--- src/rtl/qe_input_decode.sv ---
// Quadrature encoder front end: per-pin sync + glitch filter, 4x Gray decode into
// up/dn/err pulses, sticky direction, saturating error count and post-reset settle gate.

// Per-channel glitch filter: a new level is accepted after FILT_CNT consecutive differing samples.
module qe_filt #(
  parameter int FILT_CNT = 8,
  parameter int FILT_W   = 4
) (
  input  logic clk_i,
  input  logic clr_i,
  input  logic s_i,
  output logic filt_o
);
  logic [FILT_W-1:0] cnt_q, cnt_d;
  logic              filt_q, filt_d;

  always_comb begin
    cnt_d  = cnt_q;
    filt_d = filt_q;
    if (s_i == filt_q) begin
      cnt_d = '0;
    end else if (cnt_q == FILT_W'(FILT_CNT - 1)) begin
      filt_d = s_i;
      cnt_d  = '0;
    end else begin
      cnt_d = cnt_q + 1'b1;
    end
  end

  always_ff @(posedge clk_i or posedge clr_i) begin
    if (clr_i) begin
      cnt_q  <= '0;
      filt_q <= 1'b0;
    end else begin
      cnt_q  <= cnt_d;
      filt_q <= filt_d;
    end
  end

  assign filt_o = filt_q;
endmodule

module qe_input_decode #(
  parameter int FILT_CNT = 8,
  parameter int FILT_W   = 4
) (
  input  logic       clk_i,
  input  logic       clr_i,
  input  logic       i_i,
  input  logic       q_i,
  input  logic       en_i,
  output logic       up_o,
  output logic       dn_o,
  output logic       err_o,
  output logic       dir_o,
  output logic       ready_o,
  output logic [7:0] err_cnt_o
);
  localparam int NUM_CH = 2;
  localparam int SETTLE = FILT_CNT + 3;
  localparam int SW     = $clog2(SETTLE + 1);

  // Bit 1 carries channel i, bit 0 channel q throughout.
  logic [NUM_CH-1:0] pin, sync1_q, sync2_q, filt, prev_q;
  logic [SW-1:0]     settle_q, settle_d;
  logic              ready_q, ready_d;
  logic              up_q, dn_q, err_q, up_d, dn_d, err_d;
  logic              dir_q, dir_d;
  logic [7:0]        err_cnt_q, err_cnt_d;
  logic [1:0]        step;
  logic              go;

  assign pin = {i_i, q_i};

  qe_filt #(.FILT_CNT(FILT_CNT), .FILT_W(FILT_W)) u_filt [NUM_CH-1:0] (
    .clk_i  (clk_i),
    .clr_i  (clr_i),
    .s_i    (sync2_q),
    .filt_o (filt)
  );

  // Position around the Gray cycle 00->10->11->01; the index delta classifies the step.
  function automatic logic [1:0] gidx(input logic [1:0] ab);
    case (ab)
      2'b00:   gidx = 2'd0;
      2'b10:   gidx = 2'd1;
      2'b11:   gidx = 2'd2;
      default: gidx = 2'd3;
    endcase
  endfunction

  always_comb begin
    step      = gidx(filt) - gidx(prev_q);
    go        = ready_q & en_i;
    up_d      = go && (step == 2'd1);
    dn_d      = go && (step == 2'd3);
    err_d     = go && (step == 2'd2);
    dir_d     = dir_q;
    if (up_d) dir_d = 1'b1;
    if (dn_d) dir_d = 1'b0;
    err_cnt_d = err_cnt_q;
    if (err_d && (err_cnt_q != 8'hFF)) err_cnt_d = err_cnt_q + 8'd1;
    settle_d  = ready_q ? settle_q : settle_q + 1'b1;
    ready_d   = ready_q | (settle_q == SW'(SETTLE - 1));
  end

  always_ff @(posedge clk_i or posedge clr_i) begin
    if (clr_i) begin
      sync1_q   <= '0;
      sync2_q   <= '0;
      prev_q    <= '0;
      settle_q  <= '0;
      ready_q   <= 1'b0;
      up_q      <= 1'b0;
      dn_q      <= 1'b0;
      err_q     <= 1'b0;
      dir_q     <= 1'b0;
      err_cnt_q <= '0;
    end else begin
      sync1_q   <= pin;
      sync2_q   <= sync1_q;
      prev_q    <= filt;
      settle_q  <= settle_d;
      ready_q   <= ready_d;
      up_q      <= up_d;
      dn_q      <= dn_d;
      err_q     <= err_d;
      dir_q     <= dir_d;
      err_cnt_q <= err_cnt_d;
    end
  end

  assign up_o      = up_q;
  assign dn_o      = dn_q;
  assign err_o     = err_q;
  assign dir_o     = dir_q;
  assign ready_o   = ready_q;
  assign err_cnt_o = err_cnt_q;
endmodule

--- config.mk ---
export PLATFORM = sky130hd
export DESIGN_NAME = qe_input_decode
export DESIGN_NICKNAME = d
export VERILOG_FILES = /design/src/rtl/qe_input_decode.sv
export SDC_FILE = /design/constraint.sdc
export NUM_CORES = 1
export LEC_CHECK = 0
export CAP_MARGIN = 30
export CORE_MARGIN = 2
export CORE_UTILIZATION = 47
export CTS_CLUSTER_DIAMETER = 200
export CTS_CLUSTER_SIZE = 16
export DETAILED_ROUTE_END_ITERATION = 8
export GPL_ROUTABILITY_DRIVEN = 1
export PLACE_DENSITY = 0.69
export SLEW_MARGIN = 20
export SYNTH_ARGS = -nofsm -noshare
export SYNTH_HDL_FRONTEND = slang
export SYNTH_HIERARCHICAL = 1
export SYNTH_SLANG_ARGS = --single-unit
--- constraint.sdc ---
create_clock -name clk_i -period 3.49 [get_ports clk_i]
set_input_delay 1.047 -clock clk_i [delete_from_list [all_inputs] [get_ports clk_i]]
set_output_delay 1.047 -clock clk_i [all_outputs]
set_load 0.02 [all_outputs]
# Yosys cells after proc, flatten, opt, wreduce, memory -nomap -nowiden
# Cells that the tools add are included.
[word_totals]
in_bits = 5
ff_bits = 33
[op_classes]
eq_ne = 13
bitwise = 4
n_addsub = 5
muxes = 8
reduce_logical = 9
[op_table]
columns = ["operator", "n"]
rows = [
  ["$mux W4", 4],
  ["$add A4 B1 Y4 const B", 3],
  ["$eq A2 B2 Y1 const B", 6],
  ["$pmux W2 S3", 2],
  ["$add A8 B1 Y8 const B", 1],
  ["$eq A4 B3 Y1 const B", 2],
  ["$ne A8 B8 Y1 const B", 1],
  ["$eq A4 B4 Y1 const B", 1],
  ["$logic_and A1 B1 Y1", 4],
  ["$logic_not A2 Y1", 2],
  ["$reduce_and A2 Y1", 2],
  ["$eq A1 B1 Y1", 2],
  ["$eq A2 B1 Y1 const B", 1],
  ["$mux W1", 2],
  ["$not A1 Y1", 2],
  ["$reduce_bool A2 Y1", 1],
  ["$sub A2 B2 Y2", 1],
  ["$and A1 B1 Y1", 1],
  ["$or A1 B1 Y1", 1],
]

# Logic depth before layout (Yosys ltp)
[depth]
depth_word = 7
mapped_depth = 8
ltp_nobuf = 8

# Hierarchy
# The synthesis kept the hierarchy.
[by_module_without_submodules]
columns = ["module", "area_per_inst_um2", "cells_each", "seq_area_each_um2", "instances"]
rows = [
  ["qe_input_decode", 999.7, 78, 575.6, 1],
  ["qe_filt", 239.0, 18, 125.1, 2],
]

# Worst setup path after synthesis
# OpenSTA, ideal clock, no wires.
[synth_path]
path_kind = "register -> register"
from = "reg u_filt[0].filt_q"
to = "reg err_cnt_q[1], in the netlist err_cnt_o[1]"
path_stages_with_launch = 6
setup_slack_ns = 1.557
t_arrival_ns = 1.805
n_path_buf = 0
path_cell_list = "dfrtp_1 ha_1 ha_1 nand3_1 nor3_4 mux2_1"
[synth_via]
elab_chain_len = 6
elab_cells_between_ends = 8
classes_between = "add/sub (1); eq/ne (3); mux (1); reduce/logical (3)"
[synth_lines]
columns = ["element", "line_no", "text"]
rows = [
  ["start: declaration", "15", "logic filt_q, filt_d;"],
  ["start signal: assignment", "36", "filt_q <= filt_d;"],
  ["$eq A2 B2 Y1 or $logic_not A2 Y1 (tied branches)", "84", "case (ab)"],
  ["$pmux W2 S3 *", "84", ""],
  ["$sub A2 B2 Y2 *", "93", "step = gidx(filt) - gidx(prev_q);"],
  ["$eq A2 B2 Y1 *", "97", "err_d = go && (step == 2'd2);"],
  ["$logic_and A1 B1 Y1 *", "97", ""],
  ["$logic_and A1 B1 Y1 *", "102", "if (err_d && (err_cnt_q != 8'hFF)) err_cnt_d = err_cnt_q + 8'd1;"],
  ["end signal: assignment", "129", "err_cnt_q <= err_cnt_d;"],
  ["end: declaration", "69", "logic [7:0] err_cnt_q, err_cnt_d;"],
]
# Every way passes the cells marked *; elsewhere a longest branch is shown, timed or not.
# A chain may end at the register's enable or synchronous reset.

# Worst setup path after layout
[layout_path]
from = "reg ready_q, in the netlist ready_o"
to = "out ready_o"
[layout_lines]
columns = ["element", "line_no", "text"]
rows = [
  ["start: declaration", "66", "logic ready_q, ready_d;"],
  ["start signal: assignment", "124", "ready_q <= ready_d;"],
  ["end: declaration", "56", "output logic ready_o,"],
]
# No word-level cell between the ends.

==> results_dict.tcl <==
set metrics [dict create \
    cts_hold_buf 0 \
    grt_overflow 0 \
    cts_sinks 33 \
    antenna_found_initial 0 \
    areaGrowthSynthToFinish_pct 19.6 \
    clock_latency_ns 0.33 \
    final_util 0.584 \
    fill_cells 260 \
    cp_top_family "buffers and inverters" \
    fmax_mhz 394 \
    syn_area_mm2 0.00148 \
    min_path_type "flop to flop" \
    worstMarginPinSlew_ns 0.442 \
    synth_nets 129 \
    grt_max_degree 24 \
    worstPathArrival_ns 1.49 \
    final.setup.tns_ns 0 \
    grt_pass1_wl_mm 4.22 \
    cp-end-kind "output port" \
    diodes 0 \
    relSlewSlack 0.703 \
    grt_pass1_vias 941 \
    die_y_um 60.1 \
    path_max_fanout 8 \
    routed_wirelength_mm 2.33 \
    drive_gt1_frac 0.167 \
    cts.root.buffer_cell "clkbuf_4" \
    dp_hpwl_mm 1.68 \
    clk_path_buf_depth 2 \
    status "complete, no violations" \
    die-area_mm2 0.00361 \
    vias 912 \
    vias_per_cell 5.01 \
    nNetsFinal 153 \
    gr-usage-met3 0.0606 \
    synthTopCellsByArea "dfrtp_1, ha_1, xnor2_1" \
    path_cells "clkdlybuf4s50_1" \
    fin_skew_ns 0.0105 \
    maxCapViolCount 0 \
    fin_crit_sh 0.727 \
    yosys_warnings 6 \
    rows 20 \
    ys_seq_elements 33 \
    ir_drop_uv 308 \
    crit_type "flop to output port" \
    routedWlPerCell_um 12.8 \
    final_max_slew_viol_count 0 \
    setup_violations 0 \
    first_pass_iters 2 \
    synth_cell_types 32 \
    htree_levels 2 \
    critPathBufInv 1 \
    grt_use_met2 0.262 \
    ios 18 \
    use_met1 0.198 \
    cts_made_buffers 5 \
    ant_nets 0 \
    ctsResizeCount 0 \
    leakage_uw 0.000811 \
    rsz0062_at_grt "false" \
    slowest_stage "clkdlybuf4s50_1" \
    drt_iter0_drc 14 \
    cp.required_ns 2.44 \
    hold_viol 0 \
    synth_top_cell_by_area "dfrtp_1" \
    port_buffers 17 \
    powerDensity_mw_per_mm2 668 \
    synth_cells 114 \
    cts_setup_buffers 0 \
    synth_top_area_share 0.559 \
    place.gp.congestion 0.754 \
    cp_slowest_stage_delay_ns 0.66 \
    start_kind "flop" \
    ys_seq_area_frac 0.559 \
    initial_core_util 0.488 \
    synth_area_per_cell_um2 13.0 \
    ff_latch_area_um2 826 \
    multi_input_area_um2 606 \
    busiest_layer "met2" \
    post-route-drc-count 0 \
    die_x_um 60.1 \
    clk_pin_slew_ns 0.09 \
    period_needed_ns 2.54 \
    core_area_mm2 0.00303 \
    cts_tree "done" \
    grt_usage 0.163 \
]
==> layout by cell type, fill, tap and decap left out, types with 2 or more instances in the layout <==
cell and count:
nor3b_2 2, clkdlybuf4s50_1 17, nand3_1 2, inv_1 11, nand2_1 2, nor2_1 5, clkbuf_4 5, nand4_1 3
nand3b_1 2, nor2_2 3, and4_2 2, nand4b_1 2, ha_1 10, nor2b_1 3, nor3_1 2, xor2_1 2
mux2_4 2, xnor2_1 11, and3_1 2, dfrtp_1 33, a211oi_2 2
==> where the power goes <==
part / leakage (µW) / total (µW) / internal, µW / switching [µW]
Sequential: 0.000416 / 537 / 463 / 73.3
Combinational: 0.000364 / 433 / 205 / 227
Clock: 0.0000314 / 212 / 95.0 / 117
==> state kept, by name, indices dropped and copies added, names as in the netlist <==
name           cells
err_o              1
dir_o              1
ready_o            1
u_filt/cnt_q       8
up_o               1
u_filt/filt_o      2
prev_q             2
sync1_q            2
settle_q           4
sync2_q            2
err_cnt_o          8
dn_o               1
==> per-layer routing <==
metal | up-vias | routed length, µm
met5 | - | 0
met1 | 458 | 1010
li1 | 435 | -
met2 | 13 | 1170
met3 | 6 | 94
met4 | 0 | 51
==> Yosys cell counts <==
cell       n
nand3b_1   2
and4_2     2
nor2b_1    3
and4_1     1
a211oi_2   2
a31o_2     1
nand2b_1   1
a21oi_1    1
mux2_1     1
xnor2_1   11
inv_1     11
and3_1     2
xnor2_2    1
nand4b_1   2
a31oi_1    1
xor2_1     2
nand2_1    2
or4_1      1
mux2i_1    1
nand4_1    3
ha_1      10
nor3_1     2
mux2_4     2
nor3b_2    2
mux2_2     1
and4_4     1
nand3_1    2
nor3_4     1
nor2_1     5
dfrtp_1   33
nor2_2     3
buf_2      1
==> worst paths after layout <==
kind / slack (ns) / cells after the start / startpoint / end
worst max-delay path: 0.95 / 1 / ready_o / ready_o
worst min-delay path: 0.36 / 0 / sync1_q[0] / sync2_q[0]
worst max register to register: 1.37 / 6 / u_filt[1]/filt_o / err_cnt_o[1]
worst min register to register: 0.36 / 0 / sync1_q[0] / sync2_q[0]
max in group asynchronous: 1.98 / 3 / clr_i / settle_q[2]
min in group asynchronous: 0.96 / 2 / clr_i / u_filt[0]/cnt_q[0]
==> metrics by stage <==
stage / power (µW) / hold WS [ns] / cell area [µm²] / std cells / setup WS, ns
6_report: 1180 / 0.357 / 1770 / 182 / 0.951
5_1_grt: 1280 / 0.368 / 1770 / 182 / 0.890
4_1_cts: 1200 / 0.361 / 1750 / 181 / 0.926
3_5_place_dp: 979 / 0.337 / 1700 / 174 / 0.961
3_3_place_gp: 962 / 0.335 / 1700 / 174 / 0.981
2_1_floorplan: 847 / 0.331 / 1480 / 114 / 1.56
==> cell families after synthesis <==
logic type,count (synthesis),share of synthesized area
and+or+nand+nor,35,0.164
adders and majority gates,10,0.0847
xor gates and xnor gates,14,0.0881
muxes,5,0.0423
DFF,33,0.559
buffers and inverters,12,0.0313
AOI/OAI and AO/OA,5,0.0305
==> final cells by class <==
| type | count | area share |
|---|---|---|
| flip-flops and latches | 33 | 0.467 |
| repair buffers | 18 | 0.105 |
| inverters | 11 | 0.0234 |
| well taps | 44 | 0.0311 |
| clock buffers | 7 | 0.0311 |
| multi-input cells | 69 | 0.343 |
(Power assumes the default switching activity.)
